### src/rtl/vga_pkg.sv
// Shared definitions for the VGA framebuffer path.
//   - slot tag encoding carried alongside the RAM read pipeline
//   - host-port FSM state encoding
//   - framebuffer geometry (128x96 pixels, one 8-bit word per pixel)
package vga_pkg;

  localparam int FB_W     = 128;
  localparam int FB_H     = 96;
  localparam int FB_WORDS = FB_W * FB_H;
  localparam int FB_AW    = 14;
  localparam int FB_DW    = 8;

  typedef enum logic [1:0] {
    TAG_NONE = 2'd0,
    TAG_SCAN = 2'd1,
    TAG_HOST = 2'd2
  } slot_tag_e;

  typedef enum logic [1:0] {
    H_IDLE  = 2'd0,
    H_ISSUE = 2'd1,
    H_WAIT  = 2'd2
  } host_state_e;

endpackage

### src/rtl/vram_wfifo.sv
// Posted-write FIFO for the host port, 4 entries deep.
// Ports:
//   clk, reset      : system clock, async active-low reset
//   push, push_data : enqueue one entry (ignored when full)
//   pop             : dequeue head entry (ignored when empty)
//   head_data       : current head entry
//   full, empty     : occupancy flags
//   level           : number of stored entries, 0..4
module vram_wfifo #(
  parameter int W = 22
) (
  input  logic         clk,
  input  logic         reset,
  input  logic         push,
  input  logic [W-1:0] push_data,
  input  logic         pop,
  output logic [W-1:0] head_data,
  output logic         full,
  output logic         empty,
  output logic [2:0]   level
);

  logic [W-1:0] mem_q [4];
  logic [W-1:0] mem_d [4];
  logic [1:0]   wr_ptr_q, wr_ptr_d;
  logic [1:0]   rd_ptr_q, rd_ptr_d;
  logic [2:0]   level_q, level_d;
  logic         do_push, do_pop;

  assign do_push = push && (level_q != 3'd4);
  assign do_pop  = pop && (level_q != 3'd0);

  always_comb begin
    mem_d    = mem_q;
    wr_ptr_d = wr_ptr_q;
    rd_ptr_d = rd_ptr_q;
    level_d  = level_q;
    if (do_push) begin
      mem_d[wr_ptr_q] = push_data;
      wr_ptr_d        = wr_ptr_q + 2'd1;
    end
    if (do_pop) begin
      rd_ptr_d = rd_ptr_q + 2'd1;
    end
    // simultaneous push and pop leaves the level untouched
    case ({do_push, do_pop})
      2'b10:   level_d = level_q + 3'd1;
      2'b01:   level_d = level_q - 3'd1;
      default: level_d = level_q;
    endcase
  end

  always_ff @(posedge clk or negedge reset) begin
    if (!reset) begin
      for (int i = 0; i < 4; i++) mem_q[i] <= '0;
      wr_ptr_q <= '0;
      rd_ptr_q <= '0;
      level_q  <= '0;
    end else begin
      mem_q    <= mem_d;
      wr_ptr_q <= wr_ptr_d;
      rd_ptr_q <= rd_ptr_d;
      level_q  <= level_d;
    end
  end

  assign head_data = mem_q[rd_ptr_q];
  assign full      = (level_q == 3'd4);
  assign empty     = (level_q == 3'd0);
  assign level     = level_q;

endmodule

### src/rtl/vram_arbiter.sv
// Single-port framebuffer RAM arbiter: VGA scanout reads vs. host port.
// Scanout always wins the slot and sees a fixed RAM_LAT+2 cycle latency.
// Host writes are posted through vram_wfifo; a host read waits until all
// earlier writes have drained, then takes a free slot.
// Ports:
//   clk, reset                    : system clock, async active-low reset
//   scan_req/scan_addr            : scanout read request (may be every cycle)
//   scan_valid/scan_data          : scanout read return (registered)
//   host_valid/host_ready/host_we : host request handshake
//   host_addr/host_wdata          : host request payload
//   host_rvalid/host_rdata        : host read return, 1-cycle pulse
//   ram_en/we/addr/wdata/rdata    : registered RAM control, RAM read data
//   busy                          : posted writes pending or read outstanding
//
// Host FSM
//   state   | meaning
//   H_IDLE  | no read outstanding, host requests may be accepted
//   H_ISSUE | read address latched, waiting for FIFO drain and a free slot
//   H_WAIT  | read issued to RAM, waiting for the data to return
module vram_arbiter
  import vga_pkg::*;
#(
  parameter int AW      = FB_AW,
  parameter int DW      = FB_DW,
  parameter int RAM_LAT = 1
) (
  input  logic          clk,
  input  logic          reset,
  input  logic          scan_req,
  input  logic [AW-1:0] scan_addr,
  output logic          scan_valid,
  output logic [DW-1:0] scan_data,
  input  logic          host_valid,
  output logic          host_ready,
  input  logic          host_we,
  input  logic [AW-1:0] host_addr,
  input  logic [DW-1:0] host_wdata,
  output logic          host_rvalid,
  output logic [DW-1:0] host_rdata,
  output logic          ram_en,
  output logic          ram_we,
  output logic [AW-1:0] ram_addr,
  output logic [DW-1:0] ram_wdata,
  input  logic [DW-1:0] ram_rdata,
  output logic          busy
);

  localparam int FW = AW + DW;

  // ---------------- posted-write FIFO ----------------
  logic          fifo_push, fifo_pop, fifo_full, fifo_empty;
  logic [2:0]    fifo_level;
  logic [FW-1:0] fifo_head;
  logic [AW-1:0] head_addr;
  logic [DW-1:0] head_wdata;

  vram_wfifo #(.W(FW)) u_wfifo (
    .clk       (clk),
    .reset     (reset),
    .push      (fifo_push),
    .push_data ({host_addr, host_wdata}),
    .pop       (fifo_pop),
    .head_data (fifo_head),
    .full      (fifo_full),
    .empty     (fifo_empty),
    .level     (fifo_level)
  );

  assign head_addr  = fifo_head[FW-1:DW];
  assign head_wdata = fifo_head[DW-1:0];

  // ---------------- state ----------------
  host_state_e   state_q, state_d;
  logic [AW-1:0] rd_addr_q, rd_addr_d;
  // keeps host_ready low while reset is held; rises on the first clock after
  logic          rdy_en_q, rdy_en_d;

  logic          ram_en_q, ram_en_d;
  logic          ram_we_q, ram_we_d;
  logic [AW-1:0] ram_addr_q, ram_addr_d;
  logic [DW-1:0] ram_wdata_q, ram_wdata_d;
  slot_tag_e     ram_tag_q, ram_tag_d;
  slot_tag_e     tag_pipe_q [RAM_LAT];
  slot_tag_e     tag_pipe_d [RAM_LAT];
  slot_tag_e     ret_tag;

  logic          scan_valid_q, scan_valid_d;
  logic [DW-1:0] scan_data_q, scan_data_d;
  logic          host_rvalid_q, host_rvalid_d;
  logic [DW-1:0] host_rdata_q, host_rdata_d;

  logic          host_accept;

  // ---------------- output comb (FSM outputs) ----------------
  always_comb begin
    host_ready = rdy_en_q && !fifo_full && (state_q == H_IDLE);
    busy       = (fifo_level != 3'd0) || (state_q != H_IDLE);
  end

  assign host_accept = host_valid && host_ready;
  assign fifo_push   = host_accept && host_we;
  assign rdy_en_d    = 1'b1;

  // ---------------- slot decision ----------------
  always_comb begin
    ram_en_d    = 1'b0;
    ram_we_d    = 1'b0;
    ram_addr_d  = '0;
    ram_wdata_d = '0;
    ram_tag_d   = TAG_NONE;
    fifo_pop    = 1'b0;
    if (scan_req) begin
      ram_en_d   = 1'b1;
      ram_addr_d = scan_addr;
      ram_tag_d  = TAG_SCAN;
    end else if ((state_q == H_ISSUE) && fifo_empty) begin
      // a read only goes out once every earlier posted write has drained
      ram_en_d   = 1'b1;
      ram_addr_d = rd_addr_q;
      ram_tag_d  = TAG_HOST;
    end else if (!fifo_empty) begin
      ram_en_d    = 1'b1;
      ram_we_d    = 1'b1;
      ram_addr_d  = head_addr;
      ram_wdata_d = head_wdata;
      fifo_pop    = 1'b1;
    end
  end

  // ---------------- next-state comb ----------------
  always_comb begin
    state_d   = state_q;
    rd_addr_d = rd_addr_q;
    case (state_q)
      H_IDLE: begin
        if (host_accept && !host_we) begin
          state_d   = H_ISSUE;
          rd_addr_d = host_addr;
        end
      end
      H_ISSUE: begin
        if (ram_tag_d == TAG_HOST) state_d = H_WAIT;
      end
      H_WAIT: begin
        if (host_rvalid_q) state_d = H_IDLE;
      end
      default: state_d = H_IDLE;
    endcase
  end

  // ---------------- read return routing ----------------
  // ram_tag_q lines up with ram_en; the pipe delays it by RAM_LAT so the
  // last stage lines up with valid ram_rdata.
  always_comb begin
    tag_pipe_d[0] = ram_tag_q;
    for (int i = 1; i < RAM_LAT; i++) tag_pipe_d[i] = tag_pipe_q[i-1];
  end

  assign ret_tag = tag_pipe_q[RAM_LAT-1];

  always_comb begin
    scan_valid_d  = (ret_tag == TAG_SCAN);
    scan_data_d   = scan_valid_d ? ram_rdata : scan_data_q;
    host_rvalid_d = (ret_tag == TAG_HOST);
    host_rdata_d  = host_rvalid_d ? ram_rdata : host_rdata_q;
  end

  // ---------------- state register ----------------
  always_ff @(posedge clk or negedge reset) begin
    if (!reset) begin
      state_q       <= H_IDLE;
      rd_addr_q     <= '0;
      rdy_en_q      <= 1'b0;
      ram_en_q      <= 1'b0;
      ram_we_q      <= 1'b0;
      ram_addr_q    <= '0;
      ram_wdata_q   <= '0;
      ram_tag_q     <= TAG_NONE;
      for (int i = 0; i < RAM_LAT; i++) tag_pipe_q[i] <= TAG_NONE;
      scan_valid_q  <= 1'b0;
      scan_data_q   <= '0;
      host_rvalid_q <= 1'b0;
      host_rdata_q  <= '0;
    end else begin
      state_q       <= state_d;
      rd_addr_q     <= rd_addr_d;
      rdy_en_q      <= rdy_en_d;
      ram_en_q      <= ram_en_d;
      ram_we_q      <= ram_we_d;
      ram_addr_q    <= ram_addr_d;
      ram_wdata_q   <= ram_wdata_d;
      ram_tag_q     <= ram_tag_d;
      tag_pipe_q    <= tag_pipe_d;
      scan_valid_q  <= scan_valid_d;
      scan_data_q   <= scan_data_d;
      host_rvalid_q <= host_rvalid_d;
      host_rdata_q  <= host_rdata_d;
    end
  end

  assign ram_en      = ram_en_q;
  assign ram_we      = ram_we_q;
  assign ram_addr    = ram_addr_q;
  assign ram_wdata   = ram_wdata_q;
  assign scan_valid  = scan_valid_q;
  assign scan_data   = scan_data_q;
  assign host_rvalid = host_rvalid_q;
  assign host_rdata  = host_rdata_q;

endmodule

### config.mk
export PLATFORM = sky130hd
export DESIGN_NAME = vram_arbiter
export DESIGN_NICKNAME = d
export VERILOG_FILES = /design/src/rtl/vga_pkg.sv /design/src/rtl/vram_wfifo.sv /design/src/rtl/vram_arbiter.sv
export SDC_FILE = /design/constraint.sdc
export NUM_CORES = 1
export LEC_CHECK = 0
export BUFFER_PORTS_ARGS = -buffer_cell sky130_fd_sc_hd__buf_4
export CORE_MARGIN = 3
export CORE_UTILIZATION = 55
export CTS_CLUSTER_SIZE = 8
export DETAILED_ROUTE_END_ITERATION = 6
export PLACE_DENSITY = 0.77
export SLEW_MARGIN = 20
export SYNTH_ARGS = -nofsm -noshare
export SYNTH_HDL_FRONTEND = slang
export SYNTH_SLANG_ARGS = --single-unit
### constraint.sdc
create_clock -name clk -period 4.3 [get_ports clk]
set_clock_uncertainty 0.15 [all_clocks]
set_input_delay 0.86 -clock clk [delete_from_list [all_inputs] [get_ports clk]]
set_output_delay 0.86 -clock clk [all_outputs]
set_load 0.02 [all_outputs]
Word-level counts from Yosys, hierarchy flattened
Index checks and enable logic that the tools add are counted.

Word-level logic and storage cells: 84. Output and inout port bits: 44. Input port bits: 49. Flip-flop bits (word level): 158. Memory bits (writable): 0. Memories kept: 0. Latch bits: 0. Memory bits (read-only): 0.

Shift operators: 0. Reductions and logical operators: 19. Bitwise operators: 2. Mux-type cells: 24. $mul: 0. Equal/unequal tests: 12. Div/mod/pow operators: 0. Add/subtract/negate cells: 4. $lt $le $gt $ge: 3.

Operator list (number): $bwmux 88 (1); $mux 22 (3); $bmux 22 s2 (1); $demux 22 s2 (1); $mux 14 (3); $mux 8 (3); $mux 2 (5); $logic_and 1x1->1 (9); $eq 2x2->1 const B (4); $eq 2x1->1 const B (3); $ge 3x3->1 const B (2); $not 2->3 (2); $pmux 2 s3 (1); $pmux 3 s2 (1); $mux 1 (5); $add 2x1->2 const B (2); $ne 2x1->1 const B (2); $reduce_bool 2->1 (2); $add 3x1->3 const B (1); $eq 3x3->1 const B (1); $logic_not 3->1 (1); $lt 3x1->1 const B (1); $ne 3x3->1 const B (1); $reduce_and 3->1 (1); 7 further kinds (8).

Longest topological paths before layout
Word-level depth: 9. Depth in mapped cells: 9. Mapped depth without buffers: 8.

Hierarchy
A second synthesis with hierarchy kept.

Cell total of the unflattened synthesis: 406. Area total of the unflattened synthesis: 6627.6 um2.

By module, submodules not included: vram_wfifo (seq. area each 2377.3 um2, cells an instance 251, area an instance 4227.8 um2, instances 1); vram_arbiter (seq. area each 1576.5 um2, cells an instance 155, area an instance 2399.8 um2, instances 1).

Worst setup path after synthesis
OpenSTA, ideal clock, no wires.

Path kind: input -> register. Start point: input scan_req. End point: register u_wfifo.level_q[2], in the netlist u_wfifo.level[2]. Path buffers: 2. Setup slack: 1.589 ns. Data arrival time: 2.482 ns. Stages: 9. Required time: 4.071 ns. Library setup time: 0.079 ns. Cell sequence: clkbuf_1 > nor2_1 > clkbuf_1 > ha_1 > inv_1 > fa_1 > xor2_1 > nor2_1 > xor2_1.

Word-level cells in the longest chain between the ends: 4. Elaborated cells between the ends (all ways): 6. Classes of those cells: 2 x eq/ne; 2 x mux; 2 x reduce/logical.

RTL lines: start: declaration (line vram_arbiter.sv:29) `input logic scan_req,`; $mux 1 (*) (line vram_arbiter.sv:112) `if (scan_req) begin`; $logic_and 1x1->1 (*) (line vram_wfifo.sv:31) `assign do_pop = pop && (level_q != 3'd0);`; net u_wfifo.do_pop (line vram_wfifo.sv:28) `logic do_push, do_pop;`; $eq 2x1->1 / $eq 2x2->1 (equally long branches) (line vram_wfifo.sv:46) `case ({do_push, do_pop})`; $pmux 3 s2 / $reduce_bool 2->1 (equally long branches); end signal: assignment (line vram_wfifo.sv:63) `level_q <= level_d;`; end: declaration (line vram_wfifo.sv:27) `logic [2:0] level_q, level_d;`.

The timed path passes the listed nets; every way through them passes the cells marked *. A chain may end at the register's enable or synchronous reset.

Final worst setup path
Start point: register u_wfifo.level_q[0], in the netlist u_wfifo.level[0]. End point: output host_ready.

Word-level cells in the longest chain between the ends: 4.

RTL lines: $eq 3x3->1 (line vram_wfifo.sv:68) `assign full = (level_q == 3'd4);`; $logic_not 1->1 (line vram_arbiter.sv:96) `host_ready = rdy_en_q && !fifo_full && (state_q == H_IDLE);`; $logic_and 1x1->1 (2 in a row) (line vram_arbiter.sv:96); end: declaration (line vram_arbiter.sv:34) `output logic host_ready,`.

No other way between the ends.

==> reports/metrics.json <==
{
  "outcome": {"value": "finished, final reports clean"},
  "drc_errors": {"value": 0},
  "multiInputGateArea": {"value": 2470, "unit": "um^2"},
  "detail_route.wl_per_cell": {"value": 19.8, "unit": "um"},
  "dr_total_vias": {"value": 3711},
  "min_path_type": {"value": "flop to flop"},
  "endpoint_of_the_most_critical_setup_path": {"value": "host_ready"},
  "synth_top_area_share": {"value": 60.5, "unit": "%"},
  "r2r_end": {"value": "u_wfifo.level[2]$_DFFE_PN0P_"},
  "postCtsSetupRepairBufs": {"value": 0},
  "cts.sinks": {"value": 158},
  "core.rowCount": {"value": 39},
  "antenna_cells_inserted": {"value": 0},
  "postLayoutCoreUtil": {"value": 69.7, "unit": "%"},
  "power_leakage": {"value": 0.00380, "unit": "uW"},
  "count_of_final_setup_violators": {"value": 0},
  "place.gp.congestion": {"value": 0.714},
  "power.ir.vdd_worst": {"value": 305, "unit": "uV"},
  "post_route_cells_drive_above_1_share": {"value": 37.8, "unit": "%"},
  "fmax": {"value": 372, "unit": "MHz"},
  "source_to_sink_clock_delay_at_the_later_pin_of_the_worst_skew_pair": {"value": 410, "unit": "ps"},
  "critPathLaunch": {"value": "u_wfifo.level[0]$_DFFE_PN0P_"},
  "synth.distinct_cells": {"value": 29},
  "drt_first_iter_violations": {"value": 243},
  "layout-area-overhead-vs-synth": {"value": 22.8, "unit": "%"},
  "cts-buffers-inserted": {"value": 17},
  "final.min_clock_period": {"value": 2690, "unit": "ps"},
  "max_slew_margin": {"value": 34.4, "unit": "%"},
  "synthCells": {"value": 406},
  "final.setup.tns": {"value": 0, "unit": "ps"},
  "layout.filler_cells": {"value": 765},
  "timing.reg2reg.setup_slack": {"value": 1780, "unit": "ps"},
  "cts_max_path_buffers": {"value": 2},
  "synth_area": {"value": 6540, "unit": "um^2"},
  "power_per_cell_area": {"value": 720, "unit": "nW/um^2"},
  "path_class": {"value": "flop to output port"},
  "grt_start_max_net_pins": {"value": 100},
  "grt_antenna_before_repair": {"value": 0},
  "endpoint_kind": {"value": "output port"},
  "global_route.overflow_total": {"value": 0},
  "floorplan.io_pins": {"value": 93},
  "cts_tree": {"value": "done"},
  "ant_nets": {"value": 0},
  "synthesis.area_per_instance": {"value": 16.1, "unit": "um^2"},
  "die-height": {"value": 115, "unit": "um"},
  "maxSlewViolCount": {"value": 0},
  "gr-usage-all-layers": {"value": 21.0, "unit": "%"},
  "detailedRoute.firstPassIterationCount": {"value": 4},
  "leading_post_synthesis_cells_by_cell_area": {"value": "sky130_fd_sc_hd__dfrtp_1 (60%), sky130_fd_sc_hd__mux2_1 (15%), sky130_fd_sc_hd__mux4_2 (7.6%)"},
  "worst-r2r-cell-count": {"value": 8},
  "yosysWarnings": {"value": 0},
  "critical_path_at": {"value": 1680, "unit": "ps"},
  "worst-endpoint-required": {"value": 3290, "unit": "ps"},
  "r2r_path_start": {"value": "state_q[1]$_DFFE_PN0P_"},
  "wl": {"value": 13000, "unit": "um"},
  "dp.final_hpwl": {"value": 8080, "unit": "um"},
  "ctsHoldBuffers": {"value": 0},
  "synthesis.nets": {"value": 461},
  "buffer_ports.inserted": {"value": 92},
  "clkSlewWorstSetupHoldPaths": {"value": 60, "unit": "ps"},
  "ff_latch_area": {"value": 3960, "unit": "um^2"},
  "cts-htree-levels": {"value": 4},
  "vias_per_cell": {"value": 5.63},
  "cts.repair.resized": {"value": 0},
  "synth.ff_latch_count": {"value": 158},
  "core": {"value": 11500, "unit": "um^2"},
  "fin_nets": {"value": 560},
  "critical_path.startpoint_type": {"value": "flop"},
  "finalCritPeriodShare": {"value": 62.6, "unit": "%"},
  "width_of_the_die": {"value": 115, "unit": "um"},
  "synth_top_cell_by_area": {"value": "sky130_fd_sc_hd__dfrtp_1"},
  "first_global_vias": {"value": 4040},
  "die_area": {"value": 13200, "unit": "um^2"},
  "unrepaired_setup_endpoints_after_global_routing": {"value": "false"},
  "hold_viol": {"value": 0},
  "cts.root.buffer_cell": {"value": "sky130_fd_sc_hd__clkbuf_16"},
  "crit_fanout": {"value": 7},
  "timing_worst_slew_pin_value": {"value": 984, "unit": "ps"},
  "synth_seq_area_share": {"value": 60.5, "unit": "%"},
  "starting_density_of_the_core": {"value": 56.8, "unit": "%"},
  "max_cap_violations": {"value": 0},
  "first_pass_grt_wire_length": {"value": 21000, "unit": "um"}
}
-- power by group --
group          switching (uW)  internal, uW  total (uW)
clock network             561          1010        1570
logic                     684           963        1650
registers                 431          2130        2560
total                    1680          4100        5780
-- stage by stage --
stage                     power (uW)  setup WS [ps]  std cells  area, um^2  hold slack [ps]
after CTS                       5850           1600        659        8030              200
final                           5780           1610        659        8030              200
after global routing            6100           1500        659        8030              200
after global placement          4140           1400        629        7400              184
after detailed placement        4240           1320        629        7400              190
after floorplan                 3620           1590        406        6540              181
-- placed cells by master (no fill, tap or decap), types with 2 or more instances in the layout --
cell type                    instances
sky130_fd_sc_hd__nor3_2              6
sky130_fd_sc_hd__dfrtp_1           157
sky130_fd_sc_hd__clkinv_2            2
sky130_fd_sc_hd__mux2_1             89
sky130_fd_sc_hd__xnor2_1             2
sky130_fd_sc_hd__ha_1                5
sky130_fd_sc_hd__nor3b_1             3
sky130_fd_sc_hd__clkbuf_16          17
sky130_fd_sc_hd__a221o_1            14
sky130_fd_sc_hd__xor2_1              4
sky130_fd_sc_hd__inv_1               6
sky130_fd_sc_hd__bufinv_16           4
sky130_fd_sc_hd__clkbuf_8            3
sky130_fd_sc_hd__buf_4              99
sky130_fd_sc_hd__nand2_1             7
sky130_fd_sc_hd__nor3b_2             2
sky130_fd_sc_hd__clkinv_4            2
sky130_fd_sc_hd__mux4_2             22
sky130_fd_sc_hd__nand2b_1            2
sky130_fd_sc_hd__mux2_2             30
sky130_fd_sc_hd__clkinvlp_4          2
sky130_fd_sc_hd__nor2_1              4
sky130_fd_sc_hd__and2_1             21
-- worst max-delay path: stages, from the launching register on --
cell and delay (ps):
sky130_fd_sc_hd__dfrtp_1 450, sky130_fd_sc_hd__nor3b_2 530, sky130_fd_sc_hd__nor2_1 110, sky130_fd_sc_hd__buf_4 180
-- worst min-delay path by stage --
stage / from / to / slack, ps / depth (start not counted)
after floorplan: ram_tag_q[0]$_DFF_PN0_ / ret_tag[0]$_DFF_PN0_ / 180 / 0
after global placement: ram_tag_q[1]$_DFF_PN0_ / ret_tag[1]$_DFF_PN0_ / 180 / 0
after detailed placement: ram_tag_q[1]$_DFF_PN0_ / ret_tag[1]$_DFF_PN0_ / 190 / 0
after CTS: ram_tag_q[1]$_DFF_PN0_ / ret_tag[1]$_DFF_PN0_ / 200 / 0
after global routing: ram_tag_q[1]$_DFF_PN0_ / ret_tag[1]$_DFF_PN0_ / 200 / 0
final: ram_tag_q[1]$_DFF_PN0_ / ret_tag[1]$_DFF_PN0_ / 200 / 0
-- layer usage --
layer | global-route usage [%] | vias to the layer above | share of wire, %
met5 | 0 | - | 0
met4 | 6.18 | 0 | 0.83
met3 | 4.74 | 9 | 4.0
met2 | 35.6 | 84 | 52
met1 | 27.5 | 1947 | 43
li1 | - | 1671 | -
-- synth_stat cells (all sizes together) --
cell     count
a221o       14
nor4         1
and2        21
xor2         4
conb         1
nand4bb      1
ha           5
mux2i        1
o21bai       1
mux2       119
or2          1
fa           1
dfrtp      158
or3b         1
xnor2        2
nor3b        5
nand2b       2
nor2         5
nand2        7
nor2b        1
inv          6
nor3         6
buf         13
mux4        22
clkbuf       8
-- sequential cells by signal, summed over array words and instances (netlist names), 2 cells and up --
register and cells:
state_q 2, scan_data 8, host_rdata 8, ram_tag_q 2, u_wfifo.mem_q 88, ram_wdata 8
ret_tag 2, ram_addr 14, u_wfifo.wr_ptr_q 2, u_wfifo.level 3, rd_addr_q 14, u_wfifo.rd_ptr_q 2
-- kinds of logic after synthesis --
group,after synthesis,synth area share (%)
DFF,158,60.5
and+or+nand+nor,51,4.82
xor gates and xnor gates,6,0.804
muxes,142,28.2
buffers and inverters,27,2.10
other,1,0.0574
adders and majority gates,6,1.26
AOI/OAI and AO/OA,15,2.26
-- cell type report --
type / count / area share, %
clock buffer: 20 / 5.81
inverter: 6 / 0.280
timing repair buffer: 101 / 9.64
clock inverter: 10 / 2.03
multi-input combinational: 221 / 30.8
tap: 143 / 2.23
sequential: 158 / 49.3
(Power assumes the default switching activity.)
